## config.mk

```make
export PLATFORM = sky130hd
export DESIGN_NAME = avr_intc
export DESIGN_NICKNAME = d
export VERILOG_FILES = /design/src/rtl/avr_intc.sv
export SDC_FILE = /design/constraint.sdc
export NUM_CORES = 1
export LEC_CHECK = 0
export CAP_MARGIN = 10
export CORE_ASPECT_RATIO = 2
export CORE_UTILIZATION = 40
export DETAILED_ROUTE_END_ITERATION = 8
export PLACE_DENSITY = 0.72
export SYNTH_ARGS = -nofsm -noshare
export SYNTH_HDL_FRONTEND = slang
export SYNTH_SLANG_ARGS = --single-unit
```

## constraint.sdc

```tcl
create_clock -name clock -period 2.53 [get_ports clock]
set_input_delay 0.253 -clock clock [delete_from_list [all_inputs] [get_ports clock]]
set_output_delay 0.253 -clock clock [all_outputs]
set_load 0.005 [all_outputs]
```

## src/rtl/avr_intc.sv

```systemverilog
// ---------------------------------------------------------------------------
// avr_intc -- vectored, prioritised interrupt controller and entry sequencer
// for the AVR8 microcode core.
//
// NIRQ maskable request channels, each either rising-edge captured or level
// sensitive (EDGE_MASK). Channel 0 is additionally driven by a programmable
// millisecond-quantum timer (the old timeslice interrupt). When an enabled
// request is seen at an instruction boundary with SREG.I set, the controller
// takes the RAM bus, pushes the return PC (low byte first), and then has the
// CPU load the vector PC and clear SREG.I.
//
// Ports:
//   clock, reset      system clock, synchronous active-high reset
//   irq[NIRQ]         request lines (synchronous to clock)
//   mask_we/mask_wd   enable-mask write port
//   quantum_we/_wd    timeslice limit write port (0 disables the timer)
//   tick              one-cycle 1 ms strobe
//   boundary, ie      CPU at instruction boundary / SREG.I
//   pc_in, sp         return address and stack pointer to use for the push
//   busy              controller owns the bus, CPU must hold
//   address, wb, w    RAM push port
//   sp_dec            CPU decrements SP at the next edge
//   pc_load, pc_vec   CPU loads pc_vec at the next edge
//   clr_i             CPU clears SREG.I at the next edge
//   pending           per-channel pending status before masking
//   active_id         channel most recently taken
// ---------------------------------------------------------------------------
module avr_intc #(
    parameter int              NIRQ        = 8,
    parameter int              PCW         = 16,
    parameter int              VEC_BASE    = 2,
    parameter int              VEC_STRIDE  = 2,
    parameter logic [NIRQ-1:0] EDGE_MASK   = NIRQ'(8'hFE),
    parameter logic [NIRQ-1:0] MASK_RST    = NIRQ'(8'h01),
    parameter logic [7:0]      QUANTUM_RST = 8'd10
) (
    input  logic            clock,
    input  logic            reset,
    input  logic [NIRQ-1:0] irq,
    input  logic            mask_we,
    input  logic [NIRQ-1:0] mask_wd,
    input  logic            quantum_we,
    input  logic [7:0]      quantum_wd,
    input  logic            tick,
    input  logic            boundary,
    input  logic            ie,
    input  logic [PCW-1:0]  pc_in,
    input  logic [15:0]     sp,
    output logic            busy,
    output logic [15:0]     address,
    output logic [7:0]      wb,
    output logic            w,
    output logic            sp_dec,
    output logic            pc_load,
    output logic [PCW-1:0]  pc_vec,
    output logic            clr_i,
    output logic [NIRQ-1:0] pending,
    output logic [3:0]      active_id
);

    localparam logic [1:0] ST_IDLE   = 2'd0;
    localparam logic [1:0] ST_PUSH_L = 2'd1;
    localparam logic [1:0] ST_PUSH_H = 2'd2;
    localparam logic [1:0] ST_VECT   = 2'd3;

    logic [1:0]      state_reg;
    logic [NIRQ-1:0] irq_d_reg;
    logic [NIRQ-1:0] edge_pend_reg;
    logic [NIRQ-1:0] edge_pend_next;
    logic [NIRQ-1:0] mask_reg;
    logic [7:0]      quantum_reg;
    logic [7:0]      counter_reg;
    logic [PCW-1:0]  pc_save_reg;
    logic [15:0]     sp_save_reg;
    logic [15:0]     address_reg;
    logic [7:0]      wb_reg;
    logic            w_reg;
    logic            sp_dec_reg;
    logic            pc_load_reg;
    logic            clr_i_reg;
    logic [PCW-1:0]  pc_vec_reg;
    logic [3:0]      active_id_reg;

    logic            src0;
    logic            take;
    logic [3:0]      take_id;
    logic [NIRQ-1:0] req;
    logic [NIRQ-1:0] rise;
    logic            in_push_l;
    logic [PCW-1:0]  pc_vec_next;
    logic [7:0]      wb_hi;

    // Timer request: the limit of 0 means "timer off", so it never fires.
    assign src0 = (quantum_reg != 8'd0) && (counter_reg >= quantum_reg);

    assign rise      = irq & ~irq_d_reg;
    assign in_push_l = (state_reg == ST_PUSH_L);

    // Edge channels hold a captured flag until their own entry sequence
    // reaches the high-byte push; a new edge in that same cycle is kept.
    // Level channels simply reflect the live line.
    for (genvar gi = 0; gi < NIRQ; gi++) begin : g_chan
        logic clr_this;
        assign clr_this = in_push_l && (active_id_reg == 4'(gi));
        assign edge_pend_next[gi] = EDGE_MASK[gi]
                                  ? (rise[gi] | (edge_pend_reg[gi] & ~clr_this))
                                  : 1'b0;
        assign pending[gi] = (EDGE_MASK[gi] ? edge_pend_reg[gi] : irq[gi])
                           | ((gi == 0) ? src0 : 1'b0);
    end

    assign req = pending & mask_reg;

    // Lowest-numbered enabled request has priority: scan downwards so the
    // last hit (lowest index) is the one kept.
    always_comb begin
        take_id = 4'd0;
        for (int i = NIRQ - 1; i >= 0; i--) begin
            if (req[i]) begin
                take_id = 4'(i);
            end
        end
    end

    assign take = (state_reg == ST_IDLE) && boundary && ie && (|req);
    assign busy = take || (state_reg != ST_IDLE);

    // Vector address wraps modulo the PC width.
    assign pc_vec_next = PCW'(VEC_BASE) + PCW'(VEC_STRIDE) * PCW'(active_id_reg);
    // High part of the return PC, zero-extended to a byte.
    assign wb_hi = 8'(pc_save_reg >> 8);

    always_ff @(posedge clock) begin
        if (reset) begin
            state_reg     <= ST_IDLE;
            irq_d_reg     <= '0;
            edge_pend_reg <= '0;
            mask_reg      <= MASK_RST;
            quantum_reg   <= QUANTUM_RST;
            counter_reg   <= 8'd0;
            pc_save_reg   <= '0;
            sp_save_reg   <= 16'd0;
            address_reg   <= 16'd0;
            wb_reg        <= 8'd0;
            w_reg         <= 1'b0;
            sp_dec_reg    <= 1'b0;
            pc_load_reg   <= 1'b0;
            clr_i_reg     <= 1'b0;
            pc_vec_reg    <= '0;
            active_id_reg <= 4'd0;
        end else begin
            irq_d_reg     <= irq;
            edge_pend_reg <= edge_pend_next;

            if (mask_we) begin
                mask_reg <= mask_wd;
            end
            if (quantum_we) begin
                quantum_reg <= quantum_wd;
            end

            // The quantum only runs while the CPU is interruptible and idle;
            // servicing channel 0 or reprogramming the limit restarts it.
            if (quantum_we || (in_push_l && active_id_reg == 4'd0)) begin
                counter_reg <= 8'd0;
            end else if (tick && ie && state_reg == ST_IDLE && counter_reg != 8'hFF) begin
                counter_reg <= counter_reg + 8'd1;
            end

            case (state_reg)
                ST_IDLE: begin
                    if (take) begin
                        state_reg     <= ST_PUSH_L;
                        active_id_reg <= take_id;
                        pc_save_reg   <= pc_in;
                        sp_save_reg   <= sp;
                        address_reg   <= sp;
                        wb_reg        <= pc_in[7:0];
                        w_reg         <= 1'b1;
                        sp_dec_reg    <= 1'b1;
                    end
                end
                ST_PUSH_L: begin
                    state_reg   <= ST_PUSH_H;
                    address_reg <= sp_save_reg - 16'd1;
                    wb_reg      <= wb_hi;
                    w_reg       <= 1'b1;
                    sp_dec_reg  <= 1'b1;
                end
                ST_PUSH_H: begin
                    state_reg   <= ST_VECT;
                    w_reg       <= 1'b0;
                    sp_dec_reg  <= 1'b0;
                    pc_load_reg <= 1'b1;
                    clr_i_reg   <= 1'b1;
                    pc_vec_reg  <= pc_vec_next;
                end
                default: begin
                    state_reg   <= ST_IDLE;
                    pc_load_reg <= 1'b0;
                    clr_i_reg   <= 1'b0;
                end
            endcase
        end
    end

    assign address   = address_reg;
    assign wb        = wb_reg;
    assign w         = w_reg;
    assign sp_dec    = sp_dec_reg;
    assign pc_load   = pc_load_reg;
    assign clr_i     = clr_i_reg;
    assign pc_vec    = pc_vec_reg;
    assign active_id = active_id_reg;

endmodule

```

==> results_dict.tcl <==
set metrics [dict create \
    yosysSeqAreaShare 0.4050 \
    antenna_found_initial 0 \
    die_h_um 156.8 \
    worst_ep_required_time_ps 2810 \
    firstDrtPassIters 4 \
    path_clk_slew_ps 70 \
    final_common_cell "clkdlybuf4s50_1" \
    grt_pass1_vias 4180 \
    max_freq_mhz 404.8 \
    drtIter0Drc 224 \
    gr-usage-all-layers 0.2079 \
    regArea_um2 1944 \
    critical_path.top_delay_family "compound AO/OA/AOI/OAI gates" \
    grt_overflow_total 0 \
    die-area_um2 12450 \
    clockBufferDepth 2 \
    vias 4239 \
    power.switching_w 0.001583 \
    worst_pin_slew_ps 582.6 \
    cts_buffers 9 \
    switching_share 0.3273 \
    drc 0 \
    power_density_nw_per_um2 762.6 \
    synth-simple-area-share 0.1915 \
    leakagePower_nw 2.602 \
    ys_seq_elements 97 \
    end_kind "flip-flop" \
    syn_avg_cell_area_um2 8.830 \
    synth_mux_area_frac 0.1026 \
    tns_ps 0 \
    dpl_worst_slack_ps -4.615 \
    irDropWorstVdd_v 0.0004213 \
    multi_input_area_um2 2633 \
    fill_cells 1055 \
    routedWlPerCell_um 15.63 \
    synth_top_flop_cell "dfxtp_1" \
    crit_path_max_fanout 30 \
    syn_to_final_growth_pct 32.25 \
    final_cell_mix "clkdlybuf4s50_1, dfxtp_1, nand2_1" \
    cp_slowest_cell "or4_1" \
    cp-start-kind "flip-flop" \
    nets 733 \
    grt_max_degree 53 \
    port_buffers 106 \
    start_util 0.4098 \
    async_flop_share 0 \
    cp_data_arrival_time_ps 2750 \
    seqPwrFrac 0.384 \
    io_pins 120 \
    combPwrFrac 0.346 \
    clock_sinks 97 \
    maxSlewViolCount 0 \
    finClkSkew_ps 7.854 \
    path_buf_inv 2 \
    die_w_um 79.42 \
    design_area_um2 6341 \
    critPathKind "reg2reg" \
    viasPerCell 5.299 \
    routed.top_layer "met4" \
    wl_met3_um 373 \
    hp-class "in2reg" \
    layout_setup_ws_ps 59.85 \
    cts_tree "done" \
    synth_area_um2 4795 \
    drive_gt1_frac 0.09313 \
    wl_met2_mm 6.956 \
    routed_wl_mm 12.51 \
    routedLengthMet1_mm 4.695 \
    post-route-period-util 0.9763 \
    core_region_area_um2 11700 \
    synthAdderAreaFrac 0.05219 \
    pwr-share-clk 0.270 \
    synth_warnings 0 \
    synth_xor_area_frac 0.03288 \
    crit_chain "inv_2, ha_4, nand2b_4, a2111oi_4, o31ai_2, o31a_4, buf_8, or4_1, a21oi_2" \
    htree_levels 3 \
    finalSetupViolCount 0 \
    synth_edf_count 0 \
    gp_congestion 0.8221 \
    fin_crit_ps 2470 \
    dpl_cell_area_um2 6012 \
    dp_hpwl_mm 9.447 \
    diodes 0 \
    status "finished clean" \
    maxCapViolations 0 \
    grt_pass1_wl_mm 19.98 \
    cts-root-buf "clkbuf_16" \
    rsz0062_at_grt "yes" \
    synth_top_family_by_area "simple AND/OR/NAND/NOR gates" \
    syn_inst 543 \
    synthDistinctLibCells 55 \
    max_stage_delay_ps 500 \
    slew_headroom 0.6104 \
    synth-compound-area-share 0.1501 \
    hold_violations 0 \
    cts.hold.buffers_added 0 \
    std_cell_rows 56 \
    intPower_w 0.003253 \
    clk-insertion-delay-late_ps 350 \
    ant_nets 0 \
]
-- final cells by class --
cell class,count,area share
multi-input cells,395,0.4152
flip-flops and latches,97,0.3066
repair buffers,130,0.1951
clock buffers,10,0.03769
well taps,145,0.02861
inverters,17,0.01006
clock inverters,6,0.006709
-- synth_stat cells (11+ instances only) --
| library cell | instances | area [µm²] |
|---|---|---|
| xor2_1 | 13 | 113.9 |
| nand3_1 | 21 | 105.1 |
| clkbuf_1 | 19 | 71.32 |
| a21oi_1 | 34 | 170.2 |
| ha_1 | 20 | 250.2 |
| dfxtp_1 | 97 | 1942 |
| buf_4 | 17 | 127.6 |
| nor3_1 | 11 | 55.05 |
| nor2b_1 | 18 | 112.6 |
| mux2i_1 | 48 | 480.5 |
| inv_1 | 16 | 60.06 |
| nand2_1 | 77 | 289.0 |
| nor2_1 | 43 | 161.4 |
| a211oi_1 | 14 | 105.1 |
-- metrics by stage --
| stage | util | hold WS, ps | std cells | total power, W |
|---|---|---|---|---|
| 3_5_place_dp | 0.5138 | 453.6 | 784 | 0.003571 |
| 4_1_cts | 0.5401 | 375.6 | 800 | 0.004864 |
| 2_1_floorplan | - | 381.2 | 555 | 0.002879 |
| 5_1_grt | 0.5419 | 411.9 | 800 | 0.005102 |
| 3_3_place_gp | 0.5138 | 445.0 | 784 | 0.003526 |
| 6_report | 0.5419 | 375.2 | 800 | 0.004836 |
-- worst reg2reg max path, cell delays in order, from the launching register on --
cell and delay [ps]:
dfxtp_2 340, inv_2 40, ha_4 220, nand2b_4 140, a2111oi_4 360, o31ai_2 120, o31a_4 370, buf_8 180
or4_1 510, a21oi_2 120
-- power by group through the flow --
| stage | clock network [W] | registers, W | logic [W] |
|---|---|---|---|
| floorplan | 0 | 0.00187 | 0.00101 |
| global placement | 0 | 0.00188 | 0.00165 |
| detailed placement | 0 | 0.00189 | 0.00168 |
| CTS | 0.00132 | 0.00186 | 0.00169 |
| global route | 0.00137 | 0.00188 | 0.00185 |
| finish | 0.00130 | 0.00186 | 0.00168 |
-- what timing repair did --
action	CTS	global route
gates cloned	0	0
pin swaps	2	7
resized for setup	6	8
setup endpoints to repair	3	2
setup buffers	0	0
-- worst paths after layout --
kind                     endpoint            start  slack, ps  cells after the start
setup / recovery     state_reg[1]   counter_reg[0]         60                      9
hold reg to reg   pc_save_reg[14]  pc_save_reg[14]        460                      2
hold / removal        mask_reg[7]            reset        380                      2
setup reg to reg     state_reg[1]   counter_reg[0]         60                      9
-- routing by layer --
layer / global-route usage / vias to the layer above
li1: - / 2095
met1: 0.2061 / 2006
met2: 0.4002 / 111
met3: 0.02332 / 27
met4: 0.1221 / 0
met5: 0 / -
-- kinds of logic after synthesis --
family,after synthesis
xor+xnor,18
fa+ha+maj,20
buf+inv,63
mux,49
other cells,1
simple gates,197
flops,97
compound gates,98
No activity file was read; power rests on OpenSTA's default activity.
